===== src/rtl/imem_loader_if.sv =====
// Byte-stream input and instruction-memory write bundle for the boot loader.
// master = byte source / observer side, slave = the loader.
interface imem_loader_if;
   logic        rx_valid;
   logic [7:0]  rx_byte;
   logic        rx_ready;
   logic        imem_we;
   logic [31:0] imem_waddr;
   logic [31:0] imem_wdata;
   logic        cpu_reset;
   logic        done;
   logic        err;

   modport master (
      output rx_valid, rx_byte,
      input  rx_ready, imem_we, imem_waddr, imem_wdata, cpu_reset, done, err
   );

   modport slave (
      input  rx_valid, rx_byte,
      output rx_ready, imem_we, imem_waddr, imem_wdata, cpu_reset, done, err
   );
endinterface


===== src/rtl/imem_loader.sv =====
// Boot loader: takes a length-prefixed little-endian byte stream, writes it into
// instruction memory word by word, then releases the CPU from reset.
//
// state | meaning
// HDR0  | waiting for word count low byte
// HDR1  | waiting for word count high byte, range-check N
// LOAD  | assembling the next 32-bit word from 4 bytes
// WRITE | single-cycle imem write strobe
// DONE  | program loaded, CPU released (terminal)
// ERR   | header rejected, CPU held (terminal)
module imem_loader #(
   parameter int          MAX_WORDS = 1024,
   parameter logic [31:0] BASE_ADDR = 32'h0000_0000
) (
   input  logic        clk,
   input  logic        reset,
   imem_loader_if.slave bus
);

   typedef enum logic [2:0] {HDR0, HDR1, LOAD, WRITE, DONE, ERR} state_t;

   state_t      state;
   logic [15:0] n;
   logic [15:0] k;
   logic [1:0]  byte_cnt;
   logic [31:0] asm_word;

   logic        xfer;
   logic [15:0] n_hdr;
   logic [31:0] word_next;

   assign xfer      = bus.rx_valid & bus.rx_ready;
   assign n_hdr     = {bus.rx_byte, n[7:0]};
   // first byte received ends up in [7:0] after four shifts
   assign word_next = {bus.rx_byte, asm_word[31:8]};

   always_ff @(posedge clk) begin
      if (!reset) begin
         state          <= HDR0;
         n              <= '0;
         k              <= '0;
         byte_cnt       <= '0;
         asm_word       <= '0;
         bus.rx_ready   <= 1'b1;
         bus.imem_we    <= 1'b0;
         bus.imem_waddr <= BASE_ADDR;
         bus.imem_wdata <= '0;
         bus.cpu_reset  <= 1'b1;
         bus.done       <= 1'b0;
         bus.err        <= 1'b0;
      end else begin
         case (state)
            HDR0: begin
               if (xfer) begin
                  n[7:0] <= bus.rx_byte;
                  state  <= HDR1;
               end
            end
            HDR1: begin
               if (xfer) begin
                  n <= n_hdr;
                  if (n_hdr != 16'd0 && 32'(n_hdr) <= 32'(MAX_WORDS)) begin
                     state <= LOAD;
                  end else begin
                     state        <= ERR;
                     bus.rx_ready <= 1'b0;
                     bus.err      <= 1'b1;
                  end
               end
            end
            LOAD: begin
               if (xfer) begin
                  asm_word <= word_next;
                  byte_cnt <= byte_cnt + 2'd1;
                  if (byte_cnt == 2'd3) begin
                     state          <= WRITE;
                     bus.rx_ready   <= 1'b0;
                     bus.imem_we    <= 1'b1;
                     bus.imem_wdata <= word_next;
                     bus.imem_waddr <= BASE_ADDR + {14'd0, k, 2'b00};
                  end
               end
            end
            WRITE: begin
               bus.imem_we <= 1'b0;
               k           <= k + 16'd1;
               if (k + 16'd1 == n) begin
                  state         <= DONE;
                  bus.cpu_reset <= 1'b0;
                  bus.done      <= 1'b1;
               end else begin
                  state        <= LOAD;
                  bus.rx_ready <= 1'b1;
               end
            end
            DONE, ERR: ;
            default: state <= HDR0;
         endcase
      end
   end

endmodule


===== src/flat_wrapper.sv =====
// flat-port wrapper written by rule: the top's interface ports become plain ports
module imem_loader_flat 
#(
   parameter int          MAX_WORDS = 1024,
   parameter logic [31:0] BASE_ADDR = 32'h0000_0000
)
  (clk, reset, bus_rx_valid, bus_rx_byte, bus_rx_ready, bus_imem_we, bus_imem_waddr, bus_imem_wdata, bus_cpu_reset, bus_done, bus_err);
  imem_loader_if bus_i ();
  input  logic clk;
  input  logic reset;
  input wire logic [$bits(bus_i.rx_valid)-1:0] bus_rx_valid;
  input wire logic [$bits(bus_i.rx_byte)-1:0] bus_rx_byte;
  output wire logic [$bits(bus_i.rx_ready)-1:0] bus_rx_ready;
  output wire logic [$bits(bus_i.imem_we)-1:0] bus_imem_we;
  output wire logic [$bits(bus_i.imem_waddr)-1:0] bus_imem_waddr;
  output wire logic [$bits(bus_i.imem_wdata)-1:0] bus_imem_wdata;
  output wire logic [$bits(bus_i.cpu_reset)-1:0] bus_cpu_reset;
  output wire logic [$bits(bus_i.done)-1:0] bus_done;
  output wire logic [$bits(bus_i.err)-1:0] bus_err;
  assign bus_i.rx_valid = bus_rx_valid;
  assign bus_i.rx_byte = bus_rx_byte;
  assign bus_rx_ready = bus_i.rx_ready;
  assign bus_imem_we = bus_i.imem_we;
  assign bus_imem_waddr = bus_i.imem_waddr;
  assign bus_imem_wdata = bus_i.imem_wdata;
  assign bus_cpu_reset = bus_i.cpu_reset;
  assign bus_done = bus_i.done;
  assign bus_err = bus_i.err;
  imem_loader #(.MAX_WORDS(MAX_WORDS), .BASE_ADDR(BASE_ADDR)) u_core (.clk(clk), .reset(reset), .bus(bus_i));
endmodule

===== config.mk =====
export PLATFORM = sky130hd
export DESIGN_NAME = imem_loader_flat
export DESIGN_NICKNAME = d
export VERILOG_FILES = /design/src/rtl/imem_loader_if.sv /design/src/rtl/imem_loader.sv /design/src/flat_wrapper.sv
export SDC_FILE = /design/constraint.sdc
export NUM_CORES = 1
export LEC_CHECK = 0
export CAP_MARGIN = 20
export CORE_MARGIN = 5
export CORE_UTILIZATION = 40
export CTS_CLUSTER_DIAMETER = 50
export CTS_CLUSTER_SIZE = 20
export DETAILED_ROUTE_END_ITERATION = 8
export GPL_TIMING_DRIVEN = 0
export HOLD_SLACK_MARGIN = 0.05
export PLACE_DENSITY = 0.65
export RECOVER_POWER = 50
export SETUP_SLACK_MARGIN = 0.3
export SLEW_MARGIN = 5
export SYNTH_ARGS = -nofsm -noshare
export SYNTH_HDL_FRONTEND = slang
export SYNTH_SLANG_ARGS = --single-unit
export TNS_END_PERCENT = 100

===== constraint.sdc =====
create_clock -name clk -period 2.7 [get_ports clk]
set_input_delay 0.405 -clock clk [delete_from_list [all_inputs] [get_ports clk]]
set_output_delay 0.405 -clock clk [all_outputs]
set_load 0.02 [all_outputs]

# Word-level counts from Yosys, hierarchy flattened
# Cells that the tools add are included.
[word_totals] reg_bits=122 inputBits=11 elab_cells=66 out_inout_bits=69
[classes] bitwise_logic=4 addsub=2 n_lt_le_gt_ge=1 muxes=18 reduce_logical=15 eq_ne=13
[ops] op="2-to-1 mux 3 bit" count=6
[ops] op="adder 16 x 1 -> 16 bit (second input constant)" count=1
[ops] op="equality test 16 bit" count=1
[ops] op="<= comparator 16 x 11 -> 1 bit (second input constant)" count=1
[ops] op="case mux 8 bit (2 select lines)" count=1
[ops] op="nonzero test 16 bit" count=1
[ops] op="case mux 3 bit (5 select lines)" count=1
[ops] op="AND reduction 3 bit" count=4
[ops] op="2-to-1 mux 8 bit" count=1
[ops] op="!= test 2 x 1 -> 1 bit (second input constant)" count=4
[ops] op="2-to-1 mux 1 bit" count=7
[ops] op="equality test 3 x 2 -> 1 bit (second input constant)" count=2
[ops] op="equality test 3 bit (second input constant)" count=2
[ops] op="AND reduction 2 bit" count=3
[ops] op="AND reduction 6 bit" count=1
[ops] op="AND reduction 5 bit" count=1
[ops] op="!= test 2 bit (second input constant)" count=2
[ops] op="equality test 3 x 1 -> 1 bit (second input constant)" count=1
[ops] op="logical NOT 3 bit" count=1
[ops] op="inverter 1 bit" count=3
[ops] op="case mux 1 bit (3 select lines)" count=1
[ops] op="nonzero test 3 bit" count=1
[ops] op="adder 2 x 1 -> 2 bit (second input constant)" count=1
[ops] op="equality test 2 bit (second input constant)" count=1
[ops] op="5 further kinds" count=5

# Depth between registers and ports, before layout
[logic_depth] ltp_word=5 depth_mapped=8 depth_no_buf=7

# Least setup slack after synthesis
# Ideal clock, no wire load.
[synth_timing] path_kind="reg2reg" from="register u_core.k[0]" to="register u_core.bus.rx_ready" arrival_ns=1.937 setup_slack_ns=0.632 path_stages_with_launch=8 setup_ns=0.131 cell_sequence="dfxtp_1 -> ha_1 -> nand3_2 -> nor3_1 -> and4bb_1 -> a2bb2o_1 -> nor4_4 -> o21ai_0"
[synth_between] elab_chain_cells=4
[synth_rtl] element="from (decl)" line_no="imem_loader.sv:24" rtl="logic [15:0] k;"
[synth_rtl] element="from (signal assigned)" line_no="imem_loader.sv:86" rtl="k <= k + 16'd1;"
[synth_rtl] element="adder 16 x 1 -> 16 bit" line_no="imem_loader.sv:87" rtl="if (k + 16'd1 == n) begin"
[synth_rtl] element="equality test 16 bit" line_no="imem_loader.sv:87"
[synth_rtl] element="!= test 2 bit (no line)"
[synth_rtl] element="AND reduction 6 bit (no line)"
[synth_rtl] element="to (signal assigned)" line_no="imem_loader.sv:66" rtl="bus.rx_ready <= 1'b0;"
[synth_rtl] element="to (signal assigned)" line_no="imem_loader.sv:77" rtl="bus.rx_ready <= 1'b0;"
[synth_rtl] element="to (signal assigned)" line_no="imem_loader.sv:93" rtl="bus.rx_ready <= 1'b1;"
[synth_rtl] element="to (decl)" line_no="imem_loader_if.sv:21" rtl="output rx_ready, imem_we, imem_waddr, imem_wdata, cpu_reset, done, err"
# Every way passes these cells.
# A chain may end at the register's enable or synchronous reset.

# Worst setup path after layout
[layout_timing] from="input bus_rx_byte[0]" to="register u_core.state[2]"
[layout_between] elab_chain_cells=5 word_cells_on_any_way=6
[layout_rtl] element="from (decl)" line_no="flat_wrapper.sv:12" rtl="input wire logic [$bits(bus_i.rx_byte)-1:0] bus_rx_byte;"
[layout_rtl] element="<= comparator 16 x 11 -> 1 bit / nonzero test 16 bit (equally long branches)" line_no="imem_loader.sv:62" rtl="if (n_hdr != 16'd0 && 32'(n_hdr) <= 32'(MAX_WORDS)) begin"
[layout_rtl] element="logical AND 1 bit *" line_no="imem_loader.sv:62"
[layout_rtl] element="2-to-1 mux 3 bit *" line_no="imem_loader.sv:62"
[layout_rtl] element="2-to-1 mux 3 bit *" line_no="imem_loader.sv:60" rtl="if (xfer) begin"
[layout_rtl] element="case mux 3 bit (5 select lines) *" line_no="imem_loader.sv:52" rtl="case (state)"
[layout_rtl] element="to (signal assigned)" line_no="imem_loader.sv:56" rtl="state <= HDR1;"
[layout_rtl] element="to (signal assigned)" line_no="imem_loader.sv:63" rtl="state <= LOAD;"
[layout_rtl] element="to (signal assigned)" line_no="imem_loader.sv:65" rtl="state <= ERR;"
[layout_rtl] element="to (decl)" line_no="imem_loader.sv:22" rtl="state_t state;"
# Mark *: on every way between the ends. The rest lies on a longest branch, timed or not. The select of a mux whose other input is x is not followed.

==> flow_metrics.tcl <==
set metrics [dict create \
    power.static_leakage_nw 2.60 \
    cts_tree "done" \
    grt_pass1_wl_um 21100 \
    yosysUniqueCellTypes 58 \
    grt_pass1_vias 4314 \
    yosys_warnings 0 \
    portBuffers 62 \
    status "completed" \
    vias 4329 \
    cts_root_buf "clkbuf_16" \
    fin_cells 880 \
    clock-sinks 114 \
    synthCells 594 \
    routedWlPerCell_um 14.7 \
    endpoint_kind "flop" \
    clock_skew_ns 0.00651 \
    yosys_register_bits 114 \
    numCtsBuffers 17 \
    critical_path_required_ns 3.00 \
    worstMarginPinSlew_ns 0.796 \
    ant_nets 0 \
    place_congestion 0.858 \
    drive_gt1_share_pct 11.3 \
    grt_max_degree 17 \
    hold_viol_final 0 \
    syn_area_um2 5170 \
    syn2layout_area_growth_pct 30.3 \
    use_met2_pct 28.0 \
    finalCriticalPeriod_ns 2.37 \
    fin_hold_ws_ns 0.367 \
    hp-class "in2reg" \
    use_met3_pct 5.27 \
    antenna_found_initial 0 \
    synth_seq_area_share_pct 44.1 \
    dp_hpwl_um 9460 \
    slew_headroom_pct 46.7 \
    fillCellCount 1181 \
    power_density_nw_per_um2 641 \
    grt.busiest_layer "met2" \
    core_area_um2 12700 \
    worstSetupPathType "in2reg" \
    final_core_util_pct 53.2 \
    synth_ff_type "dfxtp_1" \
    via_per_inst 4.92 \
    routed_wl_um 13000 \
    clk_latency_ns 0.41 \
    clk_pin_slew_ns 0.05 \
    cap_violations 0 \
    crit_arrival_ns 2.68 \
    path_max_fanout 5 \
    design.die.area_um2 15300 \
    synth-edff-count 0 \
    rsz0062_at_grt "true" \
    clockBufferDepth 2 \
    finalPower_mw 4.32 \
    antenna_cells 0 \
    nets 708 \
    ir_worst_vdd_mv 0.387 \
    grt_util_all_layers_pct 17.7 \
    start_util_pct 40.8 \
    hold_buffers 0 \
    postSynthAreaPerCell_um2 8.71 \
    met1_usage_pct 22.1 \
    dp.cells 843 \
    rows 41 \
    fp.dieW_um 124 \
    io_pins 80 \
    htreeDepth 4 \
    drtIter0Drc 242 \
    period_share_pct 87.9 \
    fmax_ghz 0.421 \
    setup_violations 0 \
    globalRouteOverflowTotal 0 \
    drc_errors 0 \
    start_kind "input pin" \
    slew_violations 0 \
    dieHeight_um 124 \
    ys_async_sr_fraction_pct 0 \
    first_pass_iters 7 \
]
## worst paths after layout
path                             startpoint                   endpoint  slack, ns  cells past startpoint
hold reg to reg   u_core.bus.imem_waddr[11]  u_core.bus.imem_waddr[11]       0.45                      2
hold / removal                        reset  u_core.bus.imem_wdata[13]       0.37                      2
setup / recovery             bus_rx_byte[0]            u_core.state[2]       0.33                      7
setup reg to reg            u_core.state[1]               u_core.k[11]       0.34                      7
## synth_stat cells (2+ instances only)
cell type,count,area (um^2)
nor2b_1,20,125
dfxtp_1,114,2280
inv_1,7,26.3
xor2_1,6,52.6
nor2_1,10,37.5
buf_6,3,33.8
or4_1,3,22.5
or3_1,6,37.5
a41o_1,2,20.0
clkbuf_1,23,86.3
or2_2,3,18.8
nor4_1,4,25.0
o221ai_1,2,17.5
nand3_1,8,40.0
mux2i_1,16,160
nand3_2,2,20.0
nand4_1,2,12.5
xnor2_1,28,245
and2_1,17,106
nor3_1,6,30.0
buf_2,9,45.0
a21oi_1,6,30.0
a21boi_1,11,82.6
nand3b_1,3,22.5
ha_1,2,25.0
nand4_2,3,37.5
buf_4,17,128
a21boi_0,63,473
nand2_1,163,612
o21ai_0,6,30.0
o21a_1,2,15.0
## per-stage QoR
step | worst slack, ns | instance area [um^2] | TNS [ns]
3_3_place_gp | -0.0586 | 6060 | -0.788
2_1_floorplan | 0.632 | 5230 | 0
6_report | 0.325 | 6740 | 0
5_1_grt | 0.160 | 6740 | 0
4_1_cts | 0.350 | 6690 | 0
3_5_place_dp | -0.0718 | 6060 | -0.854
## flip-flops by register name, indices dropped and copies added (netlist names)
name,cells
u_core.bus.imem_we,1
u_core.bus.rx_ready,1
u_core.bus.err,1
u_core.bus.cpu_reset,1
u_core.byte_cnt,2
u_core.n,16
u_core.k,16
u_core.bus.imem_waddr,16
u_core.bus.done,1
u_core.asm_word,24
u_core.bus.imem_wdata,32
u_core.state,3
## layer usage
metal | wire length (um) | up-vias
li1 | - | 2157
met1 | 5800 | 2001
met2 | 6140 | 145
met3 | 746 | 26
met4 | 291 | 0
met5 | 0 | -
## layout by cell type (no fill, tap or decap), drive strengths merged, types with 2 or more instances in the layout
| cell | netlist | final |
|---|---|---|
| conb | 1 | 16 |
| o21a | 2 | 2 |
| clkinvlp | 0 | 2 |
| nor4 | 6 | 6 |
| or2 | 3 | 3 |
| nor2 | 10 | 10 |
| clkdlybuf4s50 | 0 | 7 |
| a21oi | 6 | 6 |
| clkbuf | 25 | 52 |
| o21ai | 6 | 6 |
| inv | 7 | 7 |
| or3 | 6 | 6 |
| xor2 | 6 | 6 |
| nor3 | 8 | 8 |
| nand4 | 5 | 5 |
| clkinv | 0 | 3 |
| a21boi | 74 | 74 |
| nand2 | 163 | 163 |
| o221ai | 2 | 2 |
| dlygate4sd3 | 0 | 55 |
| and2 | 17 | 17 |
| dfxtp | 114 | 114 |
| a41o | 2 | 2 |
| nand3b | 3 | 3 |
| nor2b | 20 | 20 |
| nand3 | 11 | 11 |
| mux2i | 16 | 16 |
| bufinv | 0 | 4 |
| ha | 2 | 2 |
| xnor2 | 28 | 28 |
| or4 | 3 | 3 |
| buf | 29 | 30 |
## logic make-up after synthesis
| kind of cell | after synthesis | share of synthesized area [%] |
|---|---|---|
| and+or+nand+nor | 260 | 24.5 |
| DFF | 114 | 44.1 |
| muxes | 16 | 3.10 |
| adders and majority gates | 2 | 0.484 |
| buffers and inverters | 62 | 6.58 |
| xor gates and xnor gates | 35 | 6.19 |
| AOI/OAI and AO/OA | 104 | 14.9 |
| other | 1 | 0.0725 |
## power breakdown
group	internal, mW	total [mW]	leakage [nW]	switching, mW
Sequential	1.70	1.73	0.921	0.0221
Clock	1.59	2.35	0.297	0.765
Combinational	0.111	0.239	1.38	0.128
## cell type report
type | instances | area (um^2) | share of cell area (%)
buffer | 55 | 319 | 4.74
clock buffer | 23 | 468 | 6.95
clock inverter | 9 | 154 | 2.28
inverter | 7 | 26.3 | 0.390
multi-input combinational | 433 | 2610 | 38.8
sequential | 114 | 2280 | 33.9
tap | 172 | 215 | 3.19
timing repair buffer | 67 | 658 | 9.77
## what timing repair did
action,in CTS,in global routing
resized for setup,0,9
pin swaps,1,2
setup buffers,1,4
endpoints found under the setup margin,5,31
## worst max-delay path, stage by stage
cell and delay [ns]:
dlygate4sd3_1 0.65, or4_1 0.56, o31ai_1 0.27, nand4_2 0.21
a41o_1 0.27, and3_1 0.17, a21o_1 0.14
No activity file was read; power rests on OpenSTA's default activity.
